<file path="src/rtl/dlx_instr_packer.sv">
// rtl/dlx_instr_packer.sv - packs DLX instruction fields into words and streams them to instruction memory
// Optional opcode/format consistency check is enabled by defining PACKER_FMT_CHECK_EN.
module dlx_instr_packer #(
    parameter int DEPTH = 4
) (
    input  logic        i_clk,
    input  logic        i_rst_n,
    input  logic        i_start,
    input  logic [0:31] i_start_addr,
    input  logic        i_stop,
    input  logic        i_in_valid,
    output logic        o_in_ready,
    input  logic [0:1]  i_fmt,
    input  logic [0:5]  i_opcode,
    input  logic [0:4]  i_rs1,
    input  logic [0:4]  i_rs2,
    input  logic [0:4]  i_rd,
    input  logic [0:5]  i_func,
    input  logic [0:25] i_imm26,
    output logic        o_mem_we,
    input  logic        i_mem_ready,
    output logic [0:31] o_mem_addr,
    output logic [0:31] o_mem_wdata,
    output logic        o_busy,
    output logic        o_done,
    output logic [0:15] o_count,
    output logic        o_err
);
    localparam int AW = (DEPTH > 1) ? $clog2(DEPTH) : 1;
    localparam logic [AW:0] PTR_ONE = 1;

    typedef enum logic [1:0] {S_IDLE, S_RUN, S_DRAIN} state_t;

    state_t      r_state;
    logic [0:31] r_fifo [DEPTH];
    logic [AW:0] r_wr_ptr;
    logic [AW:0] r_rd_ptr;
    logic [0:31] r_addr;
    logic [0:15] r_count;
    logic        r_err;
    logic        r_done;

    logic        w_empty;
    logic        w_full;
    logic        w_in_ready;
    logic        w_mem_we;
    logic        w_accept;
    logic        w_violation;
    logic        w_push;
    logic        w_pop;
    logic [0:31] w_word;

    // Pointers carry one extra wrap bit so full and empty are distinguishable.
    assign w_empty    = (r_wr_ptr == r_rd_ptr);
    assign w_full     = (r_wr_ptr[AW] != r_rd_ptr[AW]) &&
                        (r_wr_ptr[AW-1:0] == r_rd_ptr[AW-1:0]);
    assign w_in_ready = (r_state == S_RUN) && !w_full;
    assign w_mem_we   = (r_state != S_IDLE) && !w_empty;
    assign w_accept   = i_in_valid && w_in_ready;
    assign w_push     = w_accept && !w_violation;
    assign w_pop      = w_mem_we && i_mem_ready;

`ifdef PACKER_FMT_CHECK_EN
    always_comb begin
        w_violation = 1'b0;
        case (i_fmt)
            2'b00:   w_violation = (i_opcode != 6'b000000);
            2'b01:   w_violation = (i_opcode != 6'b000001);
            default: w_violation = (i_opcode == 6'b000000) || (i_opcode == 6'b000001);
        endcase
    end
`else
    assign w_violation = 1'b0;
`endif

    // R and FP R-type opcodes are fixed by the format, not taken from i_opcode.
    always_comb begin
        w_word = '0;
        case (i_fmt)
            2'b00:   w_word = {6'b000000, i_rs1, i_rs2, i_rd, 5'b00000, i_func};
            2'b01:   w_word = {6'b000001, i_rs1, i_rs2, i_rd, 6'b000000, i_func[1:5]};
            2'b10:   w_word = {i_opcode, i_rs1, i_rs2, i_imm26[10:25]};
            default: w_word = {i_opcode, i_imm26};
        endcase
    end

    always_ff @(posedge i_clk) begin
        if (w_push) begin
            r_fifo[r_wr_ptr[AW-1:0]] <= w_word;
        end
    end

    always_ff @(posedge i_clk or negedge i_rst_n) begin
        if (!i_rst_n) begin
            r_state  <= S_IDLE;
            r_wr_ptr <= '0;
            r_rd_ptr <= '0;
            r_addr   <= '0;
            r_count  <= '0;
            r_err    <= 1'b0;
            r_done   <= 1'b0;
        end else begin
            r_done <= 1'b0;
            if (w_push) begin
                r_wr_ptr <= r_wr_ptr + PTR_ONE;
            end
            if (w_pop) begin
                r_rd_ptr <= r_rd_ptr + PTR_ONE;
                r_addr   <= r_addr + 32'd4;
                r_count  <= r_count + 16'd1;
            end
            if (w_accept && w_violation) begin
                r_err <= 1'b1;
            end
            case (r_state)
                S_IDLE: begin
                    if (i_start) begin
                        r_state <= S_RUN;
                        r_addr  <= i_start_addr;
                        r_count <= '0;
                        r_err   <= 1'b0;
                    end
                end
                S_RUN: begin
                    if (i_stop) begin
                        r_state <= S_DRAIN;
                    end
                end
                S_DRAIN: begin
                    if (w_empty) begin
                        r_state <= S_IDLE;
                        r_done  <= 1'b1;
                    end
                end
                default: r_state <= S_IDLE;
            endcase
        end
    end

    assign o_in_ready  = w_in_ready;
    assign o_mem_we    = w_mem_we;
    assign o_mem_addr  = r_addr;
    assign o_mem_wdata = w_mem_we ? r_fifo[r_rd_ptr[AW-1:0]] : '0;
    assign o_busy      = (r_state != S_IDLE);
    assign o_done      = r_done;
    assign o_count     = r_count;
    assign o_err       = r_err;
endmodule

</file>
<file path="config.mk">
export PLATFORM = sky130hd
export DESIGN_NAME = dlx_instr_packer
export DESIGN_NICKNAME = d
export VERILOG_FILES = /design/src/rtl/dlx_instr_packer.sv
export SDC_FILE = /design/constraint.sdc
export NUM_CORES = 1
export LEC_CHECK = 0
export ABC_AREA = 1
export ABC_CLOCK_PERIOD_IN_PS = 7700
export CAP_MARGIN = 20
export CORE_UTILIZATION = 45
export DETAILED_ROUTE_END_ITERATION = 10
export DONT_BUFFER_PORTS = 1
export PLACE_DENSITY = 0.7
export SYNTH_ARGS = -nofsm -noshare
export SYNTH_HDL_FRONTEND = slang
export SYNTH_SLANG_ARGS = --single-unit
</file>
<file path="constraint.sdc">
create_clock -name i_clk -period 7.7 [get_ports i_clk]
set_input_delay 1.54 -clock i_clk [delete_from_list [all_inputs] [get_ports i_clk]]
set_output_delay 1.54 -clock i_clk [all_outputs]
set_load 0.01 [all_outputs]
</file>
==> reports/results.tsv <==
stage	metric	value	unit
yosys	sequential area share after synthesis	58.5	%
placed_design	Placer Congestion	0.839	
detailed_routing	# DRC	0	
yosys	Avg Inst Size Synth	8.98	um^2
sta	Final setup viols	0	
clock_network	Hold Buf Count CTS	0	
sta	setup TNS	0	ns
detailed_routing	average vias per placed instance	5.20	
floorplanning	core area	19500	um^2
final_layout	share of layout cells above drive strength 1	7.04	%
clock_network	Setup Fix Bufs, Post-CTS	0	
clock_network	cts bufs inserted	17	
clock_network	CTS tree	yes	
grt	initial antenna violation count	0	
yosys	Synth Area in Compound Gates	8.72	%
grt	pin count of the biggest net entering global routing	68	
setup_path	CP max FO	67	
detailed_routing	via count	6544	
setup_path	CP Class	register to output port	
clock_network	Gates resized, CTS repair	0	
clock_network	Clock Sink Count	185	
grt	met2 Track Usage GR	35.6	%
clock_network	Root Buffer	clkbuf_16	
yosys	Post-synth EDFFs	128	
final_layout	area grow syn2layout	9.16	%
sta	fmax	221	MHz
sta	Slew HR	30.1	%
grt	GRT overflow	0	
setup_path	CP Launch Type	register	
yosys	XOR/XNOR share of the synthesized area	1.65	%
floorplanning	Top Ports	178	
clock_network	H-tree levels	4	
outcome	status	finished clean	
power	Tot Pwr	3.66	mW
sta	skew final	0.0165	ns
floorplanning	row cnt	51	
yosys	post-synthesis async set-or-reset flop share	30.8	%
grt	vias in the first global route	6205	
placed_design	Post-DP HPWL	13100	um
sta	Slew Limit Fails	0	
final_layout	ant diodes	0	
run	number of max-cap violations	0	
yosys	Post-Synth Adder-Cell Area	0.972	%
setup_path	Worst setup EP type	output port	
clock_network	Clock Latency Late Sink	0.45	ns
detailed_routing	DRT iter0 DRCs	429	
yosys	main combinational cell family by area after synthesis	simple AND/OR/NAND/NOR gates	
sta	worst slew pin tran	1.05	ns
setup_path	CP arrival	2.99	ns
hold_path	Min-Delay Path Class	register to register	
yosys	syn nets	1104	
setup_path	required time of the worst setup path	6.16	ns
floorplanning	die area	20600	um^2
detailed_routing	final WL	20400	um
final_layout	design area	9840	um^2
yosys	Yosys warnings	0	
final_layout	Post-Layout Cell Count	1259	
yosys	Mapped Area	9010	um^2
sta	Hold Vio Cnt, Final	0	
yosys	post-synthesis simple-gate area fraction	22.9	%
detailed_routing	final antenna-violating net count	0	
sta	Min Hold Slack	0.494	ns
sta	final worst-path cycle share	58.9	%
yosys	#FFs+latches synth	185	
sta	RSZ-0062 raised after global routing	false	
yosys	Post-synth top flop	edfxtp_1	
yosys	post-synthesis cell count	1004	
floorplanning	Die Wd	144	um
grt	GR Util All Layers	20.5	%
floorplanning	DIE HEIGHT	144	um
detailed_routing	drt first pass iters	5	
yosys	mux cell area share after synthesis	1.25	%
grt	GR Layer Usage met3	6.03	%
power	Leakage	3.90	nW
clock_network	CTS clk-pin slew, worst paths	0.08	ns
yosys	count of different cell masters after synthesis	34	
placed_design	Inst Count DP	1226	
floorplanning	Initial Utilization	46.2	%
power	worst vdd ir	0.202	mV
placed_design	number of buffers added on ports	0	
detailed_routing	routed length per instance	16.2	um
power	PwrDens	372	nW/um^2
grt	M1 GR Usage	24.3	%
sta	Tmin final	4.53	ns
final_layout	Final Net Count	1081	
placed_design	DP Area	9170	um^2
clock_network	clock buffer depth	2	
grt	Most Used Layer, Global Route	met2	
grt	first-pass GRT wire length	31900	um
routing by layer:
layer | wire length (um) | part of all wire [%] | vias up
li1 | - | - | 3251
met1 | 8660 | 42 | 3070
met2 | 10200 | 50 | 203
met3 | 1320 | 6.5 | 20
met4 | 269 | 1.3 | 0
met5 | 0 | 0 | -
Yosys cell counts, types with 5 or more instances:
library cell / count / area share [%]
nand2_1: 221 / 9.2
nor2_1: 202 / 8.4
edfxtp_1: 128 / 43
o21ai_0: 81 / 4.5
inv_1: 74 / 3.1
dfrtp_1: 57 / 16
a21oi_1: 51 / 2.8
nand3_1: 49 / 2.7
clkbuf_1: 21 / 0.87
xor2_1: 14 / 1.4
buf_2: 12 / 0.67
nor3_1: 11 / 0.61
mux2_2: 10 / 1.2
nand4_1: 8 / 0.56
ha_1: 7 / 0.97
nor2_2: 7 / 0.49
o21bai_1: 7 / 0.58
buf_1: 6 / 0.25
buf_6: 5 / 0.62
inv_2: 5 / 0.21
layout make-up:
cell class | instances | area, um^2
clock buffers | 17 | 425
fillers | 1806 | 9690
clock inverters | 15 | 220
repair buffers | 5 | 57.6
multi-input cells | 692 | 3230
flip-flops and latches | 185 | 5270
well taps | 265 | 332
inverters | 80 | 303
per-stage QoR:
step                      util [%]  worst slack [ns]
after global routing          50.4              2.88
after floorplan                  -              4.22
after detailed placement      46.9              3.63
final                         50.4              3.17
after CTS                     50.2              3.15
after global placement        46.9              3.65
cell usage in the layout (no fill, tap or decap), types with 10 or more instances in the layout:
cell type / count
a21oi_1: 51
clkbuf_16: 17
dfrtp_1: 56
edfxtp_1: 128
inv_1: 74
mux2_2: 10
nand2_1: 221
nand3_1: 49
nor2_1: 198
nor3_1: 11
o21ai_0: 81
xor2_1: 14
path summary, 6_finish.rpt:
| path | cells after the start | slack (ns) | startpoint | to |
|---|---|---|---|---|
| max | 8 | 3.17 | r_rd_ptr[0]$_DFFE_PN0P_ | o_mem_wdata[9] |
| max reg2reg | 10 | 4.06 | r_rd_ptr[0]$_DFFE_PN0P_ | o_count[8]$_DFF_PN0_ |
| max in group asynchronous | 0 | 6.79 | i_rst_n | r_rd_ptr[0]$_DFFE_PN0P_ |
| min in group asynchronous | 0 | 0.79 | i_rst_n | o_count[4]$_DFF_PN0_ |
| min reg2reg | 1 | 0.49 | r_wr_ptr[2]$_DFFE_PN0P_ | r_wr_ptr[2]$_DFFE_PN0P_ |
| min | 1 | 0.49 | r_wr_ptr[2]$_DFFE_PN0P_ | r_wr_ptr[2]$_DFFE_PN0P_ |
sequential cells by signal, summed over array words and instances (netlist names):
register and count:
r_fifo 128, o_mem_addr 32, o_count 16, r_rd_ptr 3
r_wr_ptr 3, r_state 2, o_done 1
cell families after synthesis:
kind of cell | after synthesis
simple gates | 507
flops | 185
compound gates | 150
buf+inv | 127
xor+xnor | 17
mux | 10
fa+ha+maj | 7
other cells | 1
critical path: stages (launching register included):
cell and delay (ns):
dfrtp_2 0.34, buf_4 0.53, inv_2 0.56, nand2_1 0.17
nand2_1 0.11, nand3_4 0.12, nand2_1 0.05, buf_4 0.24
a21oi_1 0.30
power by group:
| part | total (mW) | leakage (nW) | switching, mW | internal, mW |
|---|---|---|---|---|
| Clock | 0.937 | 0.306 | 0.478 | 0.459 |
| Combinational | 1.25 | 1.73 | 0.890 | 0.362 |
| Sequential | 1.47 | 1.86 | 0.223 | 1.25 |
Power figures use the tool's default switching activity.
